[src/rtl/yuv444to422_pack.sv]
// YUV 4:4:4 to packed YUYV 4:2:2 stream converter: two input pixels become one 32-bit word, two words per output beat.
// Optional macro YUV444TO422_AVG_EN selects rounded averaging of both pixels' chroma instead of taking pixel 0's chroma.
module yuv444to422_pack #(
    parameter int DEST_WIDTH = 3,
    parameter int USER_WIDTH = 8   // must be >= 2*DEST_WIDTH
) (
    input  logic                  aclk,
    input  logic                  rst,
    input  logic                  src_t_valid,
    output logic                  src_t_ready,
    input  logic [63:0]           src_t_data,
    input  logic                  src_t_last,
    input  logic [DEST_WIDTH-1:0] src_t_dest,
    input  logic [USER_WIDTH-1:0] src_t_user,
    output logic                  dst_t_valid,
    input  logic                  dst_t_ready,
    output logic [63:0]           dst_t_data,
    output logic                  dst_t_last,
    output logic [DEST_WIDTH-1:0] dst_t_dest,
    output logic [USER_WIDTH-1:0] dst_t_user,
    output logic                  state_dbg
);

    // Both streams: a beat transfers on a rising edge where valid && ready;
    // once valid is raised, data/last/dest/user stay stable until that transfer.

    typedef enum logic {
        ST_EMPTY = 1'b0,
        ST_HALF  = 1'b1
    } state_t;

    localparam logic [31:0] PAD_WORD = 32'h8000_8000;

    state_t                  state_q, state_d;
    logic [31:0]             held_word_q;
    logic [USER_WIDTH-1:0]   held_user_q;
    logic                    out_valid_q;
    logic [63:0]             out_data_q;
    logic                    out_last_q;
    logic [DEST_WIDTH-1:0]   out_dest_q;
    logic [USER_WIDTH-1:0]   out_user_q;

    logic                    out_free;
    logic                    capture_half;
    logic                    load_pair;
    logic                    load_single;

    logic [7:0]              y0_pix;
    logic [7:0]              y1_pix;
    logic [7:0]              u_pix;
    logic [7:0]              v_pix;
    logic [31:0]             yuyv_word;

    assign y0_pix = src_t_data[7:0];
    assign y1_pix = src_t_data[39:32];

`ifdef YUV444TO422_AVG_EN
    logic [8:0] u_sum;
    logic [8:0] v_sum;
    logic       unused_round_bits;

    // Adding 1 before dropping the LSB rounds half up; the 9-bit sum never overflows.
    assign u_sum = {1'b0, src_t_data[15:8]}  + {1'b0, src_t_data[47:40]} + 9'd1;
    assign v_sum = {1'b0, src_t_data[23:16]} + {1'b0, src_t_data[55:48]} + 9'd1;
    assign u_pix = u_sum[8:1];
    assign v_pix = v_sum[8:1];
    assign unused_round_bits = u_sum[0] ^ v_sum[0];
`else
    logic unused_p1_chroma;

    assign u_pix = src_t_data[15:8];
    assign v_pix = src_t_data[23:16];
    assign unused_p1_chroma = ^src_t_data[55:40];
`endif

    logic unused_inputs;
    assign unused_inputs = ^{src_t_data[63:56], src_t_data[31:24], src_t_dest};

    assign yuyv_word = {v_pix, y1_pix, u_pix, y0_pix};

    // The output slot can take a new beat if empty or being drained this cycle.
    assign out_free = !out_valid_q || dst_t_ready;

    always_comb begin
        state_d      = state_q;
        src_t_ready  = 1'b0;
        capture_half = 1'b0;
        load_pair    = 1'b0;
        load_single  = 1'b0;
        if (!rst) begin
            case (state_q)
                ST_EMPTY: begin
                    if (!src_t_last) begin
                        // Storing a low half never touches the output slot.
                        src_t_ready = 1'b1;
                        if (src_t_valid) begin
                            capture_half = 1'b1;
                            state_d      = ST_HALF;
                        end
                    end else begin
                        src_t_ready = out_free;
                        if (src_t_valid && out_free) begin
                            load_single = 1'b1;
                        end
                    end
                end
                ST_HALF: begin
                    src_t_ready = out_free;
                    if (src_t_valid && out_free) begin
                        load_pair = 1'b1;
                        state_d   = ST_EMPTY;
                    end
                end
                default: state_d = ST_EMPTY;
            endcase
        end
    end

    always_ff @(posedge aclk) begin
        if (rst) begin
            state_q <= ST_EMPTY;
        end else begin
            state_q <= state_d;
        end
    end

    always_ff @(posedge aclk) begin
        if (rst) begin
            held_word_q <= '0;
            held_user_q <= '0;
            out_valid_q <= 1'b0;
            out_data_q  <= '0;
            out_last_q  <= 1'b0;
            out_dest_q  <= '0;
            out_user_q  <= '0;
        end else begin
            if (capture_half) begin
                held_word_q <= yuyv_word;
                held_user_q <= src_t_user;
            end
            // Routing always comes from the first beat of the pair.
            if (load_pair) begin
                out_data_q <= {yuyv_word, held_word_q};
                out_last_q <= src_t_last;
                out_dest_q <= held_user_q[DEST_WIDTH-1:0];
                out_user_q <= held_user_q >> DEST_WIDTH;
            end else if (load_single) begin
                out_data_q <= {PAD_WORD, yuyv_word};
                out_last_q <= 1'b1;
                out_dest_q <= src_t_user[DEST_WIDTH-1:0];
                out_user_q <= src_t_user >> DEST_WIDTH;
            end
            if (load_pair || load_single) begin
                out_valid_q <= 1'b1;
            end else if (dst_t_ready) begin
                out_valid_q <= 1'b0;
            end
        end
    end

    assign dst_t_valid = out_valid_q;
    assign dst_t_data  = out_data_q;
    assign dst_t_last  = out_last_q;
    assign dst_t_dest  = out_dest_q;
    assign dst_t_user  = out_user_q;
    assign state_dbg   = state_q;

endmodule

[config.mk]
export PLATFORM = sky130hd
export DESIGN_NAME = yuv444to422_pack
export DESIGN_NICKNAME = d
export VERILOG_FILES = /design/src/rtl/yuv444to422_pack.sv
export SDC_FILE = /design/constraint.sdc
export NUM_CORES = 1
export LEC_CHECK = 0
export CORE_UTILIZATION = 35
export DETAILED_ROUTE_END_ITERATION = 16
export PLACE_DENSITY = 0.7
export SYNTH_ARGS = -nofsm -noshare
export SYNTH_HDL_FRONTEND = slang
export SYNTH_SLANG_ARGS = --single-unit
export TNS_END_PERCENT = 50
[constraint.sdc]
create_clock -name aclk -period 1.1 [get_ports aclk]
set_input_delay 0.22 -clock aclk [delete_from_list [all_inputs] [get_ports aclk]]
set_output_delay 0.22 -clock aclk [all_outputs]
set_load 0.01 [all_outputs]
* Word level (Yosys, flattened, before mapping)
Cells that the tools add are included.
** Storage, ports and cells
- Register bits :: 115
- Input port bits :: 80
- Output and inout bits :: 79
- Word-level logic and storage cells :: 40
** Cells by class
- Mux-type cells :: 25
- Bitwise gates (word level) :: 1
- Reduce and logical (&&, ||, !) cells :: 6
** Operators with widths (count)
- $mux W64 :: 2
- $mux W1 :: 17
- $mux W5 :: 2
- $mux W3 :: 2
- $pmux W1 S2 :: 2
- $reduce_bool A2 Y1 :: 2
- $logic_or A1 B1 Y1 :: 2
- $logic_and A1 B1 Y1 :: 1
- $logic_not A1 Y1 :: 1
- $not A1 Y1 :: 1

* Logic depth before layout (Yosys ltp)
- Depth after elaboration :: 9
- Gate-level depth with buffers :: 6
- Mapped depth without buffers :: 3

* Worst setup path before layout
Ideal clock, no wire load.
- Kind :: register to output
- Start point :: register state_q, in the netlist state_dbg
- End point :: output port src_t_ready
- Arrival :: 1.113 ns
- Required time :: 0.880 ns
- Path slack :: -0.233 ns
- Cell stages (with the launch flop) :: 6
- Buffers on the path :: 2
- Cell sequence :: dfxtp_1 > buf_2 > nor2_4 > buf_2 > nor2_1 > nor2_1
** Between the ends
- Longest elaborated chain between the ends :: 3
** Ends and longest elaborated chain
- from (decl) :: line 34 : state_t state_q, state_d;
- from (signal assigned) :: line 123 : state_q <= state_d;
- $not A1 Y1
- $pmux W1 S2 (*) :: line 91 : case (state_q)
- $mux W1 (*) :: line 90 : if (!rst) begin
- to (decl) :: line 10 : output logic src_t_ready,
Mark *: on every way between the ends. The rest lies on a longest branch, timed or not.

* Worst setup path after layout
- Start point :: register state_q, in the netlist state_dbg
- End point :: register held_word_q[31]
** Between the ends
- Longest elaborated chain between the ends :: 2
** Ends and longest elaborated chain
- $mux W1 :: line 91
- $mux W1 :: line 90
- to (signal assigned) :: line 138 : held_word_q <= yuyv_word;
- to (decl) :: line 35 : logic [31:0] held_word_q;
Every way passes these cells.
A chain may end at the register's enable or synchronous reset.

==> flow_summary.yaml <==
outcome:
  outcome: "finished with violations"
  violations: "setup timing"
logic_synthesis:
  synth_seq_cells: 115
  syn-mean-instance-area_um2: 9.093
  async_flop_share_pct: 0
  synth_warnings: 0
  ys_seq_area_share_pct: 46.63
  ys_types: 25
  syn_inst: 543
  synth_flop_cell: "dfxtp_1"
  syn_area_um2: 4937
  synth-edff-count: 0
pwr:
  ir_worst_vdd_mv: 0.9237
  total_leakage_power_nw: 2.909
  clkPwrFrac_pct: 49.2
  p_comb_share_pct: 13.3
  p_sw_share_pct: 24.20
  p_sw_mw: 2.862
  intPower_mw: 8.964
  p_per_area_nw_per_um2: 1543
  seqPwrFrac_pct: 37.5
global_routing:
  grt_antenna_before_repair: 0
  grt_use_total_pct: 21.69
  grt_max_degree: 53
  grt_remaining_overflow: 0
  grt_pass1_wl_um: 24810
  grt_pass1_vias: 4809
floorplanning:
  die_width_um: 120.8
  fp-row-count: 43
  ios: 159
  initial_core_util_pct: 35.71
  die_h_um: 120.8
  core_um2: 13830
  die_area_um2: 14590
setup_path:
  path_max_fanout: 11
  required_ns: 1.38
  critPathCaptureType: "flip-flop"
  r2r_cells: 6
  arrival_ns: 1.74
  worstSetupPathType: "reg -> reg"
  regToRegSetupSlack_ns: -0.36
  critPathLaunchType: "flip-flop"
  worstReg2RegStart: "state_dbg$_SDFF_PP0_"
  reg2reg_to: "held_word_q[31]$_SDFFE_PP0P_"
timing:
  final.setup.worst_slack_ns: -0.3557
  finalHoldViolations: 0
  finalCritPeriodShare_pct: 132.3
  holdWs_ns: 0.1457
  fin_crit_ns: 1.456
  drv_slew: 0
  fin_skew_ns: 0.006697
  max_freq_mhz: 686.9
  rsz0062_at_grt: "true"
  finalSetupViolCount: 118
hold_path:
  min_path_cells: 3
  min_from: "rst"
  min_path_type: "in -> reg"
  whs_endpoint: "dst_t_user[4]$_SDFFE_PP0P_"
routing:
  wirelength_um: 16830
  vias_per_cell: 5.891
  drc: 0
  vias: 5049
  drtAntennaViolNets: 0
  first_iter_violations: 467
  wire_per_inst_um: 19.63
  drtPass1Iterations: 6
cts:
  cts_max_level: 4
  cts_buffer_depth: 2
  cts_root_buffer: "clkbuf_16"
  clock_sinks: 115
  path_clk_slew_ns: 0.06
  cts_buffers: 17
  tritoncts: "yes"
  cts_hold_buffers: 0
  clk_latency_ns: 0.41
finish:
  design_area_um2: 7664
  n_antenna_cell: 0
  synthToLayoutAreaGrowth_pct: 55.22
  nets: 744
  finalNonFillerCells: 857
  fillers: 1190
  fin_util_pct: 55.42
  drive_gt1_share_pct: 39.88
job:
  maxCapViolCount: 0
place:
  gp_congestion: 0.7901
  pre_cts_ws_ns: -0.7268
  place_hpwl_um: 9523
  io_buffer_count: 120
  placed_area_um2: 6482
  dp_cells: 808
## stage by stage
step                total power, mW  TNS (ns)
global route                  12.18    -35.57
floorplan                     5.198    -5.450
detailed placement            5.808    -76.43
global placement              5.774    -74.01
finish                        11.83    -28.97
CTS                           11.64    -27.52
## timing repair
action                                  in CTS  in global routing
pin swaps                                   29                 23
cloned                                       2                  7
gates resized for setup                    406                 85
setup buffers                                5                  4
endpoints found under the setup margin     191                167
## power groups by stage
stage	combinational (mW)	sequential (mW)	clock (mW)
after floorplan	0.682	4.52	0
after global placement	1.28	4.49	0
after detailed placement	1.31	4.50	0
after CTS	1.37	4.42	5.85
after global routing	1.66	4.45	6.06
final	1.57	4.44	5.82
## how the worst max path moves through the flow
stage	slack, ns	cells after the start	start	endpoint
5_1_grt	-0.41	6	state_dbg$_SDFF_PP0_	held_word_q[31]$_SDFFE_PP0P_
3_3_place_gp	-0.71	6	src_t_last	held_word_q[31]$_SDFFE_PP0P_
4_1_cts	-0.32	4	state_dbg$_SDFF_PP0_	src_t_ready
3_5_place_dp	-0.73	6	src_t_last	held_word_q[31]$_SDFFE_PP0P_
6_report	-0.36	6	state_dbg$_SDFF_PP0_	held_word_q[31]$_SDFFE_PP0P_
2_1_floorplan	-0.06	5	state_dbg$_SDFF_PP0_	held_user_q[0]$_SDFFE_PP0P_
## cells in the mapped netlist, types with 7 or more instances
master | instances | area share [%]
buf_4 | 7 | 1.1
a31oi_1 | 40 | 5.1
a21oi_1 | 32 | 3.2
nand3_1 | 42 | 4.3
clkbuf_1 | 34 | 2.6
buf_2 | 24 | 2.4
nor2_1 | 42 | 3.2
o31ai_1 | 71 | 11
buf_1 | 7 | 0.53
dfxtp_1 | 115 | 47
nand4_1 | 70 | 8.9
mux2i_1 | 40 | 8.1
## layout by cell type (no fill, tap or decap), types with 2 or more instances in the layout
cell type and instances:
dfxtp_2 74, nand4_1 70, o31ai_1 68, buf_6 55, clkdlybuf4s50_1 41, nor2_1 40
dfxtp_1 40, a31oi_1 39, mux2i_1 38, a21oi_1 31, buf_2 29, nand3_1 27
clkbuf_16 24, buf_12 20, buf_4 18, nand3_2 15, nor2_4 3, conb_1 3
clkbuf_1 3, clkbuf_8 3, bufinv_16 3, clkinv_2 3, buf_8 3, mux2i_2 2
inv_1 2, o221a_2 2, o31ai_2 2, o21a_1 2, buf_16 2, dlymetal6s2s_1 2
## flip-flops by register name, indices dropped and copies added (netlist names)
name,cells
dst_t_data,64
held_word_q,32
held_user_q,8
dst_t_user,5
dst_t_dest,3
dst_t_last,1
dst_t_valid,1
state_dbg,1
## metal layers
| layer | vias to the layer above | track usage [%] | share of wire [%] |
|---|---|---|---|
| met5 | - | 0 | 0 |
| met4 | 0 | 8.565 | 1.9 |
| met3 | 42 | 5.142 | 7.9 |
| met2 | 241 | 37.00 | 50 |
| met1 | 2454 | 26.20 | 40 |
| li1 | 2312 | - | - |
## logic make-up after synthesis
kind of cell	after synthesis	share of synthesized area, %
flops	115	46.63
buf+inv	79	7.755
mux	40	8.109
compound gates	147	19.87
simple gates	161	17.56
other cells	1	0.07595
## worst max-delay path: stages (launching register included)
cell	delay, ns
dfxtp_4	0.36
buf_6	0.12
nor3b_4	0.22
buf_6	0.18
buf_12	0.15
mux2i_1	0.21
nor2_1	0.07
## cell type report
class	instances	area, um^2	area share (%)
inverter	3	11.26	0.1469
tap	180	225.2	2.939
sequential	115	2399	31.30
clock inverter	8	121.4	1.584
timing repair buffer	176	1986	25.91
clock buffer	24	503.0	6.563
multi-input combinational	351	2419	31.56
Power figures use the tool's default switching activity.
